`src/rtl/ex_muldiv_unit.sv`:
```
// ---------------------------------------------------------------------------
// ex_muldiv_unit
//   Iterative RV32M multiply/divide unit living in the EX stage. One operation
//   is in flight at a time: radix-2 shift-add multiply and restoring divide,
//   one bit per cycle. The front of the pipeline is stalled while it works
//   and a single-cycle RESULT_VALID pulse hands the result to EX/MEM.
//
// Ports
//   CLK           in   rising-edge clock
//   RESET         in   asynchronous reset, active low
//   OP_VALID      in   EX holds an M-extension instruction
//   FUNCT3        in   [2:0] MUL/MULH/MULHSU/MULHU/DIV/DIVU/REM/REMU
//   OPERAND1      in   [XLEN-1:0] rs1 value (post-forwarding)
//   OPERAND2      in   [XLEN-1:0] rs2 value (post-forwarding)
//   FLUSH         in   squash of the EX instruction
//   STALL         out  hold PC, IF/ID and ID/EX this cycle
//   RESULT        out  [XLEN-1:0] operation result (held until next result)
//   RESULT_VALID  out  RESULT is new this cycle; EX/MEM captures it
//
// Handshake: an op is offered by holding OP_VALID=1. It is accepted at the
// first rising edge in IDLE with FLUSH=0. While STALL=1 the pipeline keeps
// OP_VALID/FUNCT3/operands steady; STALL drops in the DONE cycle, the same
// cycle RESULT_VALID=1, so ID/EX advances at the end of that cycle.
// ---------------------------------------------------------------------------
module ex_muldiv_unit #(
    parameter int XLEN = 32,
    parameter int ITER = 32
) (
    input  logic            CLK,
    input  logic            RESET,
    input  logic            OP_VALID,
    input  logic [2:0]      FUNCT3,
    input  logic [XLEN-1:0] OPERAND1,
    input  logic [XLEN-1:0] OPERAND2,
    input  logic            FLUSH,
    output logic            STALL,
    output logic [XLEN-1:0] RESULT,
    output logic            RESULT_VALID
);

    localparam int CW = $clog2(ITER);
    localparam logic [XLEN-1:0] MIN_NEG  = {1'b1, {(XLEN-1){1'b0}}};
    localparam logic [XLEN-1:0] ALL_ONES = '1;

    typedef enum logic [1:0] {
        S_IDLE = 2'd0,
        S_MUL  = 2'd1,
        S_DIV  = 2'd2,
        S_DONE = 2'd3
    } state_t;

    state_t state, state_nx;

    logic [CW-1:0]     cnt;
    logic [2:0]        op_q;
    logic [XLEN-1:0]   mag1;      // multiplicand / dividend magnitude
    logic [XLEN-1:0]   mag2;      // divisor magnitude
    logic              neg1;
    logic              neg2;
    logic [2*XLEN-1:0] prod;      // upper half accumulates, lower half is the multiplier
    logic [XLEN-1:0]   rem;
    logic [XLEN-1:0]   quot;      // starts as dividend, shifts into quotient
    logic [XLEN-1:0]   result_q;

    // ---------------- acceptance decode ----------------
    logic            accept;
    logic            op1_signed;
    logic            op2_signed;
    logic            in_neg1;
    logic            in_neg2;
    logic [XLEN-1:0] in_mag1;
    logic [XLEN-1:0] in_mag2;
    logic            div_zero;
    logic            div_ovf;
    logic            special;
    logic [XLEN-1:0] special_res;

    always_comb begin
        accept     = (state == S_IDLE) && OP_VALID && !FLUSH;
        // MULH, MULHSU, DIV, REM: rs1 signed. MULH, DIV, REM: rs2 signed.
        op1_signed = (FUNCT3 == 3'b001) || (FUNCT3 == 3'b010) ||
                     (FUNCT3 == 3'b100) || (FUNCT3 == 3'b110);
        op2_signed = (FUNCT3 == 3'b001) || (FUNCT3 == 3'b100) ||
                     (FUNCT3 == 3'b110);
        in_neg1    = op1_signed && OPERAND1[XLEN-1];
        in_neg2    = op2_signed && OPERAND2[XLEN-1];
        in_mag1    = in_neg1 ? (~OPERAND1 + 1'b1) : OPERAND1;
        in_mag2    = in_neg2 ? (~OPERAND2 + 1'b1) : OPERAND2;
        div_zero   = FUNCT3[2] && (OPERAND2 == '0);
        div_ovf    = FUNCT3[2] && !FUNCT3[0] &&
                     (OPERAND1 == MIN_NEG) && (OPERAND2 == ALL_ONES);
        special    = div_zero || div_ovf;
        // FUNCT3[1] distinguishes REM/REMU from DIV/DIVU.
        if (div_zero) begin
            special_res = FUNCT3[1] ? OPERAND1 : ALL_ONES;
        end else begin
            special_res = FUNCT3[1] ? '0 : MIN_NEG;
        end
    end

    // ---------------- one iteration step ----------------
    logic              last;
    logic [XLEN:0]     mul_sum;
    logic [2*XLEN-1:0] prod_step;
    logic [XLEN:0]     div_shift;
    logic [XLEN:0]     div_diff;
    logic [XLEN-1:0]   rem_step;
    logic [XLEN-1:0]   quot_step;
    logic [2*XLEN-1:0] prod_fix;
    logic [XLEN-1:0]   quot_fix;
    logic [XLEN-1:0]   rem_fix;
    logic [XLEN-1:0]   mul_res;
    logic [XLEN-1:0]   div_res;

    always_comb begin
        last      = (cnt == CW'(ITER - 1));

        mul_sum   = {1'b0, prod[2*XLEN-1:XLEN]} + (prod[0] ? {1'b0, mag1} : '0);
        prod_step = {mul_sum, prod[XLEN-1:1]};

        // Restoring step: trial-subtract the divisor from the shifted remainder.
        div_shift = {rem, quot[XLEN-1]};
        div_diff  = div_shift - {1'b0, mag2};
        if (!div_diff[XLEN]) begin
            rem_step  = div_diff[XLEN-1:0];
            quot_step = {quot[XLEN-2:0], 1'b1};
        end else begin
            rem_step  = div_shift[XLEN-1:0];
            quot_step = {quot[XLEN-2:0], 1'b0};
        end

        // Sign fix-up of the final step. It is registered into RESULT on the
        // edge that enters DONE, so RESULT is already correct during DONE.
        prod_fix = (neg1 ^ neg2) ? (~prod_step + 1'b1) : prod_step;
        quot_fix = (neg1 ^ neg2) ? (~quot_step + 1'b1) : quot_step;
        rem_fix  = neg1 ? (~rem_step + 1'b1) : rem_step;

        mul_res  = (op_q[1:0] == 2'b00) ? prod_fix[XLEN-1:0] : prod_fix[2*XLEN-1:XLEN];
        div_res  = op_q[1] ? rem_fix : quot_fix;
    end

    // ---------------- next state ----------------
    always_comb begin
        state_nx = state;
        case (state)
            S_IDLE: begin
                if (accept) begin
                    if (special) begin
                        state_nx = S_DONE;
                    end else if (FUNCT3[2]) begin
                        state_nx = S_DIV;
                    end else begin
                        state_nx = S_MUL;
                    end
                end
            end
            S_MUL, S_DIV: begin
                if (FLUSH) begin
                    state_nx = S_IDLE;
                end else if (last) begin
                    state_nx = S_DONE;
                end
            end
            // A flush in DONE is left to the downstream register.
            S_DONE:  state_nx = S_IDLE;
            default: state_nx = S_IDLE;
        endcase
    end

    // ---------------- state and datapath registers ----------------
    always_ff @(posedge CLK or negedge RESET) begin
        if (!RESET) begin
            state    <= S_IDLE;
            cnt      <= '0;
            op_q     <= '0;
            mag1     <= '0;
            mag2     <= '0;
            neg1     <= 1'b0;
            neg2     <= 1'b0;
            prod     <= '0;
            rem      <= '0;
            quot     <= '0;
            result_q <= '0;
        end else begin
            state <= state_nx;
            case (state)
                S_IDLE: begin
                    if (accept) begin
                        op_q <= FUNCT3;
                        mag1 <= in_mag1;
                        mag2 <= in_mag2;
                        neg1 <= in_neg1;
                        neg2 <= in_neg2;
                        cnt  <= '0;
                        prod <= {{XLEN{1'b0}}, in_mag2};
                        rem  <= '0;
                        quot <= in_mag1;
                        if (special) begin
                            result_q <= special_res;
                        end
                    end
                end
                S_MUL: begin
                    if (!FLUSH) begin
                        prod <= prod_step;
                        cnt  <= cnt + CW'(1);
                        if (last) begin
                            result_q <= mul_res;
                        end
                    end
                end
                S_DIV: begin
                    if (!FLUSH) begin
                        rem  <= rem_step;
                        quot <= quot_step;
                        cnt  <= cnt + CW'(1);
                        if (last) begin
                            result_q <= div_res;
                        end
                    end
                end
                default: ;
            endcase
        end
    end

    // ---------------- outputs ----------------
    assign STALL        = RESET && OP_VALID && !FLUSH && (state != S_DONE);
    assign RESULT       = result_q;
    assign RESULT_VALID = (state == S_DONE);

endmodule

```
`config.mk`:
```
export PLATFORM = sky130hd
export DESIGN_NAME = ex_muldiv_unit
export DESIGN_NICKNAME = d
export VERILOG_FILES = /design/src/rtl/ex_muldiv_unit.sv
export SDC_FILE = /design/constraint.sdc
export NUM_CORES = 1
export LEC_CHECK = 0
export BUFFER_PORTS_ARGS = -buffer_cell sky130_fd_sc_hd__buf_4
export CAP_MARGIN = 20
export CORE_MARGIN = 1.5
export CORE_UTILIZATION = 61
export CTS_CLUSTER_SIZE = 14
export DETAILED_ROUTE_END_ITERATION = 10
export GPL_TIMING_DRIVEN = 0
export PLACE_DENSITY = 0.9
export SLEW_MARGIN = 20
export SYNTH_ARGS = -nofsm -noshare
export SYNTH_HDL_FRONTEND = slang
export SYNTH_SLANG_ARGS = --single-unit
export TNS_END_PERCENT = 1
```
`constraint.sdc`:
```
create_clock -name CLK -period 16.1 [get_ports CLK]
set_clock_uncertainty 0.05 [all_clocks]
set_input_delay 1.61 -clock CLK [delete_from_list [all_inputs] [get_ports CLK]]
set_output_delay 1.61 -clock CLK [all_outputs]
set_load 0.02 [all_outputs]
```
==> results of run 1 <==
-- stage by stage --
| step | utilization | instance area (um^2) | instances |
|---|---|---|---|
| 2_1_floorplan | - | 19600 | 2447 |
| 3_3_place_gp | 0.661 | 20900 | 2953 |
| 3_5_place_dp | 0.664 | 21000 | 2955 |
| 4_1_cts | 0.695 | 22000 | 3004 |
| 5_1_grt | 0.695 | 22000 | 3004 |
| 6_report | 0.695 | 22000 | 3005 |
-- power groups by stage --
stage | Sequential (mW) | Combinational (mW) | Clock [mW]
after global routing | 1.13 | 4.11 | 0.706
final | 1.12 | 3.88 | 0.689
after global placement | 1.08 | 3.61 | 0
after detailed placement | 1.10 | 3.69 | 0
after floorplan | 1.02 | 2.55 | 0
after CTS | 1.09 | 3.71 | 0.684
-- worst max-delay path: cells and delay by family (launching register included) --
family | cells | cell delay [ps]
compound gates | 9 | 2920
xor+xnor | 1 | 230
fa+ha+maj | 3 | 1020
buf+inv | 5 | 1500
flops | 1 | 460
simple gates | 5 | 1020
-- cells by family (layout without fill, tap and decap cells) --
logic type / count (synthesis) / in the layout / share of synthesized area
AND/OR/NAND/NOR: 828 / 828 / 0.208
other: 0 / 1 / 0
multiplexers: 53 / 53 / 0.0277
XOR/XNOR: 218 / 218 / 0.0976
AO/OA/AOI/OAI: 821 / 821 / 0.273
buffers and inverters: 214 / 369 / 0.0445
flip-flops: 235 / 235 / 0.299
adder cells (fa/ha/maj): 78 / 78 / 0.0504
-- sequential cells by signal (all words and copies together) (netlist names) --
name and flops:
mag1 32, state 2, mag2 32, cnt 5
rem 32, RESULT 32, neg1 1, neg2 1
quot 32, op_q 2, prod 64
-- path summary, 6_finish.rpt --
path / cells past startpoint / slack (ps) / from / to
setup reg to reg: 23 / 8760 / quot[31]$_DFFE_PN0P_ / RESULT[30]$_DFFE_PN0P_
max in group asynchronous: 2 / 14230 / RESET / mag2[25]$_DFFE_PN0P_
hold / removal: 2 / 430 / RESULT[6]$_DFFE_PN0P_ / RESULT[6]$_DFFE_PN0P_
hold reg to reg: 2 / 430 / RESULT[6]$_DFFE_PN0P_ / RESULT[6]$_DFFE_PN0P_
setup / recovery: 23 / 8760 / quot[31]$_DFFE_PN0P_ / RESULT[30]$_DFFE_PN0P_
min in group asynchronous: 1 / 870 / RESET / mag1[25]$_DFFE_PN0P_
-- final cells by class --
cell class	instances	area [um^2]
fillers	2575	9650
multi-input cells	1998	12900
plain buffers	136	582
inverters	78	293
clock buffers	39	823
well taps	402	503
flip-flops and latches	235	5880
repair buffers	106	843
diodes	1	2.50
clock inverters	10	153
-- cells in the final DEF, fill, tap and decap left out, types with 63 or more instances in the layout --
cell,Yosys,routed
a21oi_1,137,137
buf_4,3,106
clkbuf_1,116,120
dfrtp_1,235,235
ha_1,76,76
inv_1,76,76
nand2_1,302,302
nand3_1,63,63
nor2_1,172,172
o21ai_0,285,285
xnor2_1,117,116
xor2_1,100,99
-- routing by layer --
metal / vias to the layer above / share of wire
met5: - / 0.0015
met4: 6 / 0.047
met3: 305 / 0.14
met2: 1628 / 0.43
met1: 10300 / 0.39
li1: 9238 / -
==> impl_metrics.py, run 1 <==
metrics = {
    "floorplanning": {
        "initial_utilization": 0.621,
        "num_io_pins": 105,
        "die-area_um2": 33300,
        "core_region_area_um2": 31600,
        "die_w_um": 182,
        "rows": 65,
        "die_height_um": 182,
    },
    "grt": {
        "track_usage": 0.479,
        "gr-usage-met2": 0.730,
        "grt_remaining_overflow": 0,
        "antenna_found_initial": 4,
        "grt_max_degree": 103,
        "first_global_vias": 20000,
        "grt_use_met1": 0.646,
        "use_met3": 0.138,
        "grt_pass1_wl_mm": 120,
        "grt-busiest-layer": "met2",
    },
    "clocking": {
        "holdBufCountCts": 0,
        "clock_path_buffers": 3,
        "cts_root_buffer": "clkbuf_16",
        "clock_latency_ps": 570,
        "numClockSinks": 235,
        "cts_tree": "done",
        "cts_made_buffers": 28,
        "cts_resized": 0,
        "cts_htree_levels": 1,
        "post-cts-setup-buffer-count": 0,
        "clkSlewWorstSetupHoldPaths_ps": 60,
    },
    "place": {
        "pre_cts_slack_ps": 9140,
        "numPortBuffers": 104,
        "dp_hpwl_mm": 63.1,
        "gp_congestion": 1.06,
    },
    "logic_synthesis": {
        "synth.area.top_cells": "dfrtp_1 30%, o21ai_0 7.3%, nand2_1 5.8%",
        "syn-instance-count": 2447,
        "synth-edff-count": 0,
        "synthFlopType": "dfrtp_1",
        "synth_nets": 2596,
        "synth_common_cells": "302 x nand2_1, 285 x o21ai_0, 235 x dfrtp_1",
        "yosys_register_bits": 235,
        "synth_area_um2": 19600,
        "synth_warnings": 0,
        "ys_seq_area_frac": 0.299,
        "syn_avg_cell_area_um2": 8.03,
        "synth_area_leader_cell": "dfrtp_1",
        "async_reset_ff_frac": 1.00,
        "yosysTopAreaCellShare": 0.299,
        "ys_types": 112,
        "yosys.cell_count.top_type": "nand2_1",
    },
    "pwr": {
        "combinationalPowerShare": 0.682,
        "pwr-share-seq": 0.196,
        "total_power_mw": 5.69,
        "p_int_mw": 2.55,
        "switchingPower_mw": 3.13,
        "power_density_nw_per_um2": 259,
        "leakage_nw": 9.89,
        "vdd_drop_max_uv": 189,
        "sw_frac_of_total": 0.551,
        "power_frac_clock": 0.121,
    },
    "timing": {
        "rsz0062_at_grt": "false",
        "slew_headroom": 0.230,
        "fin_crit_ps": 7340,
        "min_period_over_period": 0.456,
        "finalWorstSetupSlack_ps": 8760,
        "hold_viol_final": 0,
        "tightest_slew_ps": 1150,
        "slew_viol_final": 0,
        "finalSetupViolCount": 0,
        "fmax_mhz": 136,
        "tns_ps": 0,
        "timing.hold.ws_ps": 426,
    },
    "drt": {
        "wl_mm": 80.3,
        "drc_errors": 0,
        "wire_per_inst_um": 26.7,
        "drtIter0Drc": 3289,
        "avgViaCountPerCell": 7.14,
        "drt_pre_antenna_iters": 8,
        "vias": 21500,
        "ant_nets": 0,
    },
    "worst_setup_path": {
        "max_stage_delay_ps": 600,
        "cp_cell_sequence": "inv_1 -> ha_1 -> fa_1 -> nand2b_1 -> a211oi_2 -> o21a_1 -> o211a_2 -> o21a_2 -> nor2_2 -> inv_2 -> buf_6 -> clkbuf_1 -> clkbuf_1 -> nor2_1 -> a21oi_1 -> ha_1 -> nand4_1 -> o31ai_2 -> o211ai_1 -> o41ai_1 -> xor2_1 -> a21oi_1 -> or3_1",
        "cp_slowest_cell": "a211oi_2",
        "arrival_ps": 7730,
        "cp-start-kind": "flop",
        "critPathRequiredTime_ps": 16490,
        "cp-end-kind": "flop",
        "crit_type": "reg -> reg",
        "worst-path-max-fanout": 10,
    },
    "cells_and_area": {
        "syn2layout_area_growth_pct": 11.9,
        "finalNetCount": 2732,
        "drive_gt1_frac": 0.0915,
    },
    "job": {
        "maxCapViolCount": 0,
    },
    "worst_hold_path": {
        "hold_class": "reg -> reg",
    },
    "run_status": {
        "status": "finished, final reports clean",
    },
}
(Power assumes the default switching activity.)
==> run 2, diff against run 1 <==
Clock period 16.1 ns to 7.4 ns, I/O delays scaled along.
==> impl_metrics.py, run 2 (synthesis gave the netlist of run 1 again) <==
metrics = {
    "place": {
        "dp_hpwl_mm": 63.1,
        "placed_area_um2": 21000,
        "numPortBuffers": 104,
        "gp_congestion": 1.06,
    },
    "grt": {
        "first_global_vias": 20000,
        "antenna_found_initial": 4,
        "grt_max_degree": 103,
        "grt_remaining_overflow": 0,
        "track_usage": 0.479,
        "grt_pass1_wl_mm": 120,
    },
    "clocking": {
        "cts_made_buffers": 28,
        "clock_latency_ps": 570,
        "clock_path_buffers": 3,
        "cts_tree": "done",
        "post-cts-setup-buffer-count": 0,
        "cts_root_buffer": "clkbuf_16",
        "clkSlewWorstSetupHoldPaths_ps": 60,
        "cts_htree_levels": 1,
        "numClockSinks": 235,
        "holdBufCountCts": 0,
        "cts_resized": 0,
    },
    "worst_setup_path": {
        "cp-end-kind": "flop",
        "crit_type": "reg -> reg",
        "worst-path-max-fanout": 10,
        "critPathRequiredTime_ps": 7780,
        "arrival_ps": 7430,
        "cp-start-kind": "flop",
    },
    "drt": {
        "ant_nets": 0,
        "vias": 21400,
        "drt_pre_antenna_iters": 6,
        "drtIter0Drc": 3192,
        "wl_mm": 80.3,
        "avgViaCountPerCell": 7.13,
        "drc_errors": 0,
        "wire_per_inst_um": 26.7,
    },
    "cells_and_area": {
        "final_area_um2": 22000,
        "drive_gt1_frac": 0.0919,
        "antennaDiodeCount": 0,
        "finalNetCount": 2732,
        "largest_reg_flops": 64,
        "utilization": 0.695,
        "syn2layout_area_growth_pct": 11.9,
        "mostFrequentLayoutCells": "302 x nand2_1, 285 x o21ai_0, 235 x dfrtp_1",
        "fillers": 2576,
        "largest-register": "prod",
        "final_common_cell": "nand2_1",
    },
    "timing": {
        "slew_viol_final": 0,
        "hold_viol_final": 0,
        "fin_crit_ps": 7040,
        "slew_headroom": 0.228,
        "rsz0062_at_grt": "false",
        "tns_ps": 0,
        "fmax_mhz": 142,
        "tightest_slew_ps": 1150,
        "min_period_over_period": 0.952,
        "finalSetupViolCount": 0,
    },
    "floorplanning": {
        "die-area_um2": 33300,
        "core_region_area_um2": 31600,
        "num_io_pins": 105,
        "rows": 65,
        "die_height_um": 182,
        "die_w_um": 182,
        "initial_utilization": 0.621,
    },
    "pwr": {
        "vdd_drop_max_uv": 391,
        "power_density_nw_per_um2": 563,
        "leakage_nw": 9.89,
    },
    "worst_hold_path": {
        "hold_class": "in -> async",
    },
    "job": {
        "maxCapViolCount": 0,
    },
    "run_status": {
        "status": "finished, final reports clean",
    },
}
[run 2: final cells by class]
type / count / area, um^2 / area share
multi-input combinational: 1998 / 12900 / 0.587
sequential: 235 / 5880 / 0.267
timing repair buffer: 106 / 843 / 0.0384
clock buffer: 39 / 823 / 0.0374
buffer: 136 / 583 / 0.0265
tap: 402 / 503 / 0.0229
inverter: 78 / 293 / 0.0133
clock inverter: 10 / 153 / 0.00694
[run 2: worst paths after layout]
| path | startpoint | endpoint | slack [ps] | cells after the start |
|---|---|---|---|---|
| setup / recovery | quot[31]$_DFFE_PN0P_ | RESULT[30]$_DFFE_PN0P_ | 360 | 23 |
| hold / removal | RESET | mag1[25]$_DFFE_PN0P_ | 2 | 1 |
| setup reg to reg | quot[31]$_DFFE_PN0P_ | RESULT[30]$_DFFE_PN0P_ | 360 | 23 |
| hold reg to reg | RESULT[6]$_DFFE_PN0P_ | RESULT[6]$_DFFE_PN0P_ | 430 | 2 |
| max in group asynchronous | RESET | mag2[25]$_DFFE_PN0P_ | 6400 | 2 |
| min in group CLK | RESULT[6]$_DFFE_PN0P_ | RESULT[6]$_DFFE_PN0P_ | 430 | 2 |
[run 2: per-layer routing]
| layer | routed length [um] | vias up | track usage |
|---|---|---|---|
| li1 | - | 9210 | - |
| met1 | 31400 | 10300 | 0.646 |
| met2 | 34300 | 1603 | 0.730 |
| met3 | 10700 | 281 | 0.138 |
| met4 | 3630 | 8 | 0.175 |
| met5 | 132 | - | 0.0207 |
[run 2: stage by stage]
step           hold slack [ps]  setup slack [ps]  total power, mW  cells
2_1_floorplan              389              2090             7.76   2447
3_3_place_gp               402               624             10.2   2953
3_5_place_dp               414               439             10.4   2955
4_1_cts                   5.47               371             11.9   3004
5_1_grt                   28.7               113             13.0   3004
6_report                  1.73               356             12.4   3004
[run 2: where the power goes]
part	internal [mW]	total [mW]	switching [mW]
Sequential	1.79	2.43	0.633
Clock	0.908	1.50	0.589
Combinational	2.86	8.45	5.59
[run 2: critical path: stages, from the launching register on]
cell and delay, ps:
dfrtp_1 470, inv_1 150, ha_1 240, fa_1 420, nand2b_1 230, a211oi_4 460, o21a_1 280, o211a_2 270
o21a_2 260, nor2_2 90, inv_2 180, buf_6 180, clkbuf_1 470, clkbuf_2 390, nor2_1 80, a21oi_1 230
ha_1 360, nand4_1 220, o31ai_2 420, o211ai_1 210, o41ai_1 410, xor2_1 230, a21oi_1 200, or3_1 400
